### src/rtl/tilt_direction_filter.sv
// Tick-sampled moving average, deadband classifier and per-axis debounce driving one-hot
// tilt flags. Define TILT_FILTER_CALIBRATE_EN to make the rest centres recalibratable.
module tilt_direction_filter #(
  parameter int unsigned SAMPLE_DIV   = 100000,
  parameter int unsigned AVG_LOG2     = 2,
  parameter int unsigned X_CENTER     = 385,
  parameter int unsigned Y_CENTER     = 80,
  parameter int unsigned DEADBAND     = 8,
  parameter int unsigned STABLE_COUNT = 3
) (
  input  logic       clk_i,
  input  logic       rst_ni,
  input  logic [8:0] accel_x_i,
  input  logic [8:0] accel_y_i,
  input  logic       calibrate_i,
  output logic       up_o,
  output logic       down_o,
  output logic       rest_x_o,
  output logic       left_o,
  output logic       right_o,
  output logic       rest_y_o,
  output logic       dir_valid_o
);

  localparam int unsigned DW    = 9;
  localparam int unsigned DEPTH = 1 << AVG_LOG2;
  localparam int unsigned SW    = DW + AVG_LOG2;
  localparam int unsigned PW    = (AVG_LOG2 > 0) ? AVG_LOG2 : 1;
  localparam int unsigned HW    = 1 << PW;
  localparam int unsigned TW    = $clog2(SAMPLE_DIV);
  localparam int unsigned FW    = AVG_LOG2 + 1;
  localparam int unsigned CW    = $clog2(STABLE_COUNT + 1);
  localparam int unsigned OW    = 6;

  typedef enum logic [1:0] {CLS_REST = 2'd0, CLS_POS = 2'd1, CLS_NEG = 2'd2} cls_e;
  typedef enum logic {ST_COMMITTED = 1'b0, ST_PENDING = 1'b1} deb_state_e;

  logic [TW-1:0]      tcnt_q, tcnt_d;
  logic [PW-1:0]      wptr_q, wptr_d;
  logic [FW-1:0]      fill_q, fill_d;
  logic [DW-1:0]      hist_q [2][HW];
  logic [DW-1:0]      hist_d [2][HW];
  logic [SW-1:0]      sum_q [2];
  logic [SW-1:0]      sum_d [2];
  cls_e               com_q [2];
  cls_e               com_d [2];
  cls_e               pend_q [2];
  cls_e               pend_d [2];
  deb_state_e         st_q [2];
  deb_state_e         st_d [2];
  logic [CW-1:0]      cnt_q [2];
  logic [CW-1:0]      cnt_d [2];
  logic [CW-1:0]      cnt_n_c [2];
  logic [OW-1:0]      out_q, out_d;
  logic               dv_q, dv_d;

  logic               tick_c, warm_c, cal_c;
  logic [DW-1:0]      samp_c [2];
  logic [DW-1:0]      avg_c [2];
  logic [DW-1:0]      cen_c [2];
  logic signed [10:0] delta_c [2];
  cls_e               cand_c [2];

  assign samp_c[0] = accel_x_i;
  assign samp_c[1] = accel_y_i;

`ifdef TILT_FILTER_CALIBRATE_EN
  logic [DW-1:0] cen_q [2];
  logic [DW-1:0] cen_d [2];
  assign cen_c[0] = cen_q[0];
  assign cen_c[1] = cen_q[1];
`else
  logic unused_calibrate;
  assign unused_calibrate = calibrate_i;
  assign cen_c[0] = DW'(X_CENTER);
  assign cen_c[1] = DW'(Y_CENTER);
`endif

  // Sampling, averaging, classification and debounce for both axes
  always_comb begin
    tick_c = (tcnt_q == TW'(SAMPLE_DIV - 1));
    tcnt_d = tick_c ? '0 : tcnt_q + TW'(1);
    warm_c = (fill_q == FW'(DEPTH));
    wptr_d = wptr_q;
    fill_d = fill_q;
`ifdef TILT_FILTER_CALIBRATE_EN
    cal_c  = calibrate_i && warm_c;
`else
    cal_c  = 1'b0;
`endif
    if (tick_c) begin
      wptr_d = (wptr_q == PW'(DEPTH - 1)) ? '0 : wptr_q + PW'(1);
      if (!warm_c) fill_d = fill_q + FW'(1);
    end
    for (int a = 0; a < 2; a++) begin
      hist_d[a]  = hist_q[a];
      sum_d[a]   = sum_q[a];
      com_d[a]   = com_q[a];
      pend_d[a]  = pend_q[a];
      st_d[a]    = st_q[a];
      cnt_d[a]   = cnt_q[a];
      cnt_n_c[a] = '0;
`ifdef TILT_FILTER_CALIBRATE_EN
      cen_d[a]   = cal_c ? DW'(sum_q[a] >> AVG_LOG2) : cen_q[a];
`endif
      if (tick_c) begin
        sum_d[a]          = sum_q[a] + SW'(samp_c[a]) - SW'(hist_q[a][wptr_q]);
        hist_d[a][wptr_q] = samp_c[a];
      end
      avg_c[a]   = DW'(sum_d[a] >> AVG_LOG2);
      delta_c[a] = $signed({2'b00, avg_c[a]}) - $signed({2'b00, cen_c[a]});
      if (delta_c[a] > $signed(11'(DEADBAND)))       cand_c[a] = CLS_POS;
      else if (delta_c[a] < -$signed(11'(DEADBAND))) cand_c[a] = CLS_NEG;
      else                                           cand_c[a] = CLS_REST;

      if (cal_c) begin
        com_d[a]  = CLS_REST;
        pend_d[a] = CLS_REST;
        st_d[a]   = ST_COMMITTED;
        cnt_d[a]  = '0;
      end else if (tick_c && warm_c) begin
        if (cand_c[a] == com_q[a]) begin
          st_d[a]  = ST_COMMITTED;
          cnt_d[a] = '0;
        end else begin
          if (cand_c[a] == pend_q[a]) begin
            cnt_n_c[a] = cnt_q[a] + CW'(1);
          end else begin
            pend_d[a]  = cand_c[a];
            cnt_n_c[a] = CW'(1);
          end
          st_d[a]  = ST_PENDING;
          cnt_d[a] = cnt_n_c[a];
          if (cnt_n_c[a] >= CW'(STABLE_COUNT)) begin
            com_d[a] = cand_c[a];
            st_d[a]  = ST_COMMITTED;
            cnt_d[a] = '0;
          end
        end
      end
    end
    out_d = {com_q[0] == CLS_POS, com_q[0] == CLS_NEG, com_q[0] == CLS_REST,
             com_q[1] == CLS_NEG, com_q[1] == CLS_POS, com_q[1] == CLS_REST};
    dv_d  = (out_d != out_q);
  end

  always_ff @(posedge clk_i or negedge rst_ni) begin
    if (!rst_ni) begin
      tcnt_q <= '0;
      wptr_q <= '0;
      fill_q <= '0;
      out_q  <= 6'b001001;
      dv_q   <= 1'b0;
      for (int a = 0; a < 2; a++) begin
        for (int k = 0; k < int'(HW); k++) hist_q[a][k] <= '0;
        sum_q[a]  <= '0;
        com_q[a]  <= CLS_REST;
        pend_q[a] <= CLS_REST;
        st_q[a]   <= ST_COMMITTED;
        cnt_q[a]  <= '0;
      end
`ifdef TILT_FILTER_CALIBRATE_EN
      cen_q[0] <= DW'(X_CENTER);
      cen_q[1] <= DW'(Y_CENTER);
`endif
    end else begin
      tcnt_q <= tcnt_d;
      wptr_q <= wptr_d;
      fill_q <= fill_d;
      out_q  <= out_d;
      dv_q   <= dv_d;
      for (int a = 0; a < 2; a++) begin
        hist_q[a] <= hist_d[a];
        sum_q[a]  <= sum_d[a];
        com_q[a]  <= com_d[a];
        pend_q[a] <= pend_d[a];
        st_q[a]   <= st_d[a];
        cnt_q[a]  <= cnt_d[a];
`ifdef TILT_FILTER_CALIBRATE_EN
        cen_q[a]  <= cen_d[a];
`endif
      end
    end
  end

  assign {up_o, down_o, rest_x_o, left_o, right_o, rest_y_o} = out_q;
  assign dir_valid_o = dv_q;

endmodule

### config.mk
export PLATFORM = sky130hd
export DESIGN_NAME = tilt_direction_filter
export DESIGN_NICKNAME = d
export VERILOG_FILES = /design/src/rtl/tilt_direction_filter.sv
export SDC_FILE = /design/constraint.sdc
export NUM_CORES = 1
export LEC_CHECK = 0
export ABC_AREA = 1
export ABC_CLOCK_PERIOD_IN_PS = 7250
export BUFFER_PORTS_ARGS = -buffer_cell sky130_fd_sc_hd__clkbuf_2
export CAP_MARGIN = 20
export CORE_UTILIZATION = 50
export DETAILED_ROUTE_END_ITERATION = 12
export PLACE_DENSITY = 0.7
export SETUP_SLACK_MARGIN = 0.1
export SLEW_MARGIN = 40
export SYNTH_ARGS = -nofsm -noshare
export SYNTH_HDL_FRONTEND = slang
export SYNTH_SLANG_ARGS = --single-unit
export TNS_END_PERCENT = 20
### constraint.sdc
create_clock -name clk_i -period 7.25 [get_ports clk_i]
set_input_delay 0 -clock clk_i [delete_from_list [all_inputs] [get_ports clk_i]]
set_output_delay 0 -clock clk_i [all_outputs]
set_load 0.02 [all_outputs]
==> key figures <==
Drt
  • Drt pass-1 iters: 9
  • Vias per Instance: approximately 5.0
  • Vias: 6579
  • DRT iter0 DRCs: approximately 350
  • Detail Route Antenna Nets: 0
  • Drt wl/cell: 13.3 microns
  • Final wirelength: 17400 microns
  • DRC viols: 1

Finish
  • Nets: 1153
  • Area delta synth->final: 14.0%
  • Ant diodes: 0
  • Ratio of cells with drive above 1 in the final layout: 0.0974
  • Register area: approximately 3400 sq um
  • Filler cell count: around 1500
  • Area occupied by multi-input gates: approximately 3900 sq um
  • Fin cells: 1314

Die
  • Area of the die: 16600 sq um
  • Die Wd: ~130 microns
  • Initial core utilization: 0.510
  • Core area: about 16000 sq um
  • Num ports: 28
  • Site Rows: between 40 and 50
  • Die Y: between 100 and 150 microns

Critical path
  • Worst endpoint data arrival time: between 4 and 5 ns
  • WS Path Type: reg -> reg
  • Critical Path Max Stage Delay: 0.80 ns
  • Critical Path End Type: register
  • Critical-path top delay cell: dfrtp_1
  • Crit path buffers/inverters: 3
  • Critical Path RT: around 7.6 ns
  • Startpoint Class: register
  • Delay-heaviest family, CP: simple AND/OR/NAND/NOR gates
  • Worst-path maximum fanout: 21
  • Crit-path most repeated cell: nand2_1

Yosys
  • Sequential share of the synthesized area: 0.420
  • Predominant post-synthesis flop cell: dfrtp_1
  • Post-synth cell types: 39
  • Area leader, netlist: dfrtp_1
  • Synthesis Warnings: 0
  • Largest family of logic cells by synthesized area: simple AND/OR/NAND/NOR gates
  • Synth Area in Compound Gates: 0.112
  • Synth Net Count: around 1100
  • Ys async rst share: 1.00
  • Post-Syn Area: 8050 sq um
  • Simple-gate share of the synthesized area: 0.253
  • Top cells by count, synth: nand2_1 (268), inv_1 (168), dfrtp_1 (133), o21ai_0 (120), nor2_1 (87)
  • Synth top area share: 0.414
  • Post-Synthesis Cells: 1046
  • Yosys reg bits: between 100 and 150
  • Mux cell area share after synthesis: 0.00140
  • Most frequent cell after synthesis: nand2_1
  • Xor/xnor cell area share of the yosys netlist: 0.0229
  • Synth top area cells: dfrtp_1 (41%), nand2_1 (13%), inv_1 (7.8%), o21ai_0 (7.5%), ha_1 (4.5%)
  • Syn Area/Cell: 7.69 sq um
  • Adder-Cell Fraction of Synth Area: 0.0899
  • Number of enable flip-flop cells after synthesis: 0

Clock tree
  • Clock root buffer: clkbuf_16
  • Worst-Skew Late Latency: between 0.4 and 0.5 ns
  • Deepest clock path buffer count: 2
  • Post-cts resize count: 0
  • CTS tree: yes
  • # Post-CTS Setup Buffers: 0
  • Clk slew on worst S/H paths: about 0.060 ns
  • # clock sinks: roughly 140
  • CTS H-Tree Depth: 4
  • Num CTS Buffers: 17

GRT
  • First-pass GRT wire length: ~30000 microns
  • Number of global-route vias before repair: 6425
  • Initial antenna violation count: 0
  • Pin count of the biggest net entering global routing: 75
  • Total global routing track utilization: 0.234
  • Grt ovf: 0

Outcome
  • Failing checks: design-rule violations
  • Status: finished, violations left

Placement
  • Hpwl dp: 12000 microns
  • IO buf count: 26
  • RePlAce Congestion: between 0.8 and 0.9
  • Placed insts: roughly 1300

Power
  • Cell Pwr Density: roughly 190 nW/um^2
  • P_leak: between 4 and 5 nW
  • Worst vdd ir: 167 uV

STA
  • Max transition margin: 0.528
  • RSZ-0062 raised after global routing: false
  • Worst Skew: 0.0148 ns
  • Slew @ Worst Pin: 0.707 ns
  • Min Tclk post-route: roughly 4.5 ns
  • Final setup viols: 0
  • TNS Setup: 0 ns
  • FMAX: about 220 MHz
  • Final hold violation count: 0
  • Max-slew violation count: 0
  • Tcrit/Tclk final: 0.615

Worst hold path
  • Hold crit path type: in -> async

Flow run
  • Max Cap Viol: 0
## through the flow
stage	utilization	power [mW]	hold slack, ns	cell area, sq um	setup slack (ns)
final	0.582	1.74	0.137	9170	2.79
after global routing	0.582	1.81	0.184	9170	2.31
after CTS	0.582	1.76	0.140	9170	2.84
after detailed placement	0.531	0.850	0.0218	8370	2.86
after global placement	0.529	0.849	0.0187	8350	2.89
after floorplan	-	0.815	-0.296	8050	3.60
## report_power, final
group	total (mW)	switching (mW)	internal, mW
logic	0.0902	0.0591	0.0310
clock network	0.900	0.317	0.584
registers	0.754	0	0.754
## logic make-up after synthesis
group / Yosys count
compound gates: 171
buf+inv: 205
fa+ha+maj: 47
mux: 1
simple gates: 466
xor+xnor: 21
flops: 135
## layout by cell type, fill, tap and decap left out, drive strengths merged, types with 4 or more instances in the layout
cell	n
nor3	9
nand3	58
o21ai	125
a21oi	21
dlygate4sd3	19
clkbuf	49
nand2	284
nand4	14
bufinv	4
fa	18
xor2	15
nor2	95
clkinv	8
dfrtp	133
o22ai	19
inv	170
ha	29
buf	6
xnor2	6
## registers in the layout, summed over array words and instances, names as in the netlist, 3 cells and up
register  count
tcnt_q       17
cnt_q         4
sum_q        22
pend_q        4
com_q         4
out_q         6
fill_q        3
hist_q       72
## final timing paths
| check | startpoint | slack (ns) | cells after the start | endpoint |
|---|---|---|---|---|
| max | wptr_q[1] | 2.79 | 26 | com_q[1] |
| min | rst_ni | 0.14 | 2 | hist_q[27] |
| max reg2reg | wptr_q[1] | 2.79 | 26 | com_q[1] |
| min reg2reg | tcnt_q[0] | 0.46 | 1 | tcnt_q[0] |
| max in group asynchronous | rst_ni | 6.04 | 3 | tcnt_q[10] |
| min in group clk_i | accel_x_i[0] | 0.45 | 4 | hist_q[36] |
## repair_timing
action | CTS | global route
endpoints found under the hold margin | 128 | 0
setup endpoints to repair | 0 | 0
hold buffers | 19 | 0
## worst register-to-register path: stages, from the launching register on
cell and delay (ns):
dfrtp_1 0.80, inv_1 0.56, o21ai_0 0.20, o22ai_1 0.14, fa_1 0.50, inv_1 0.06, fa_1 0.51, nand3_1 0.12
nand3_1 0.12, nand2_1 0.11, nand2_1 0.05, nand2_1 0.05, nand2_1 0.05, nand2_1 0.06, nand2_1 0.07, inv_1 0.11
nand2_2 0.09, nand2_1 0.08, nand2_2 0.06, nand2_2 0.10, nand2_1 0.05, nand2_1 0.08, nand2_1 0.07, nor2_1 0.10
nand3_1 0.10, nand2_1 0.07, nand2_1 0.05
## metal layers
metal  up-vias  part of all wire  GRT usage
li1       3381                 -          -
met4         0             0.014     0.0824
met2       103              0.49      0.399
met3        20             0.027     0.0428
met5         -                 0          0
met1      3075              0.47      0.299
## layout make-up
| type | count | area share |
|---|---|---|
| inverter | 175 | 0.0730 |
| clock buffer | 24 | 0.0503 |
| sequential | 135 | 0.369 |
| timing repair buffer | 50 | 0.0409 |
| tap | 216 | 0.0295 |
| multi-input combinational | 706 | 0.422 |
| clock inverter | 8 | 0.0160 |
Note: power is estimated with default switching activity, not from simulation.
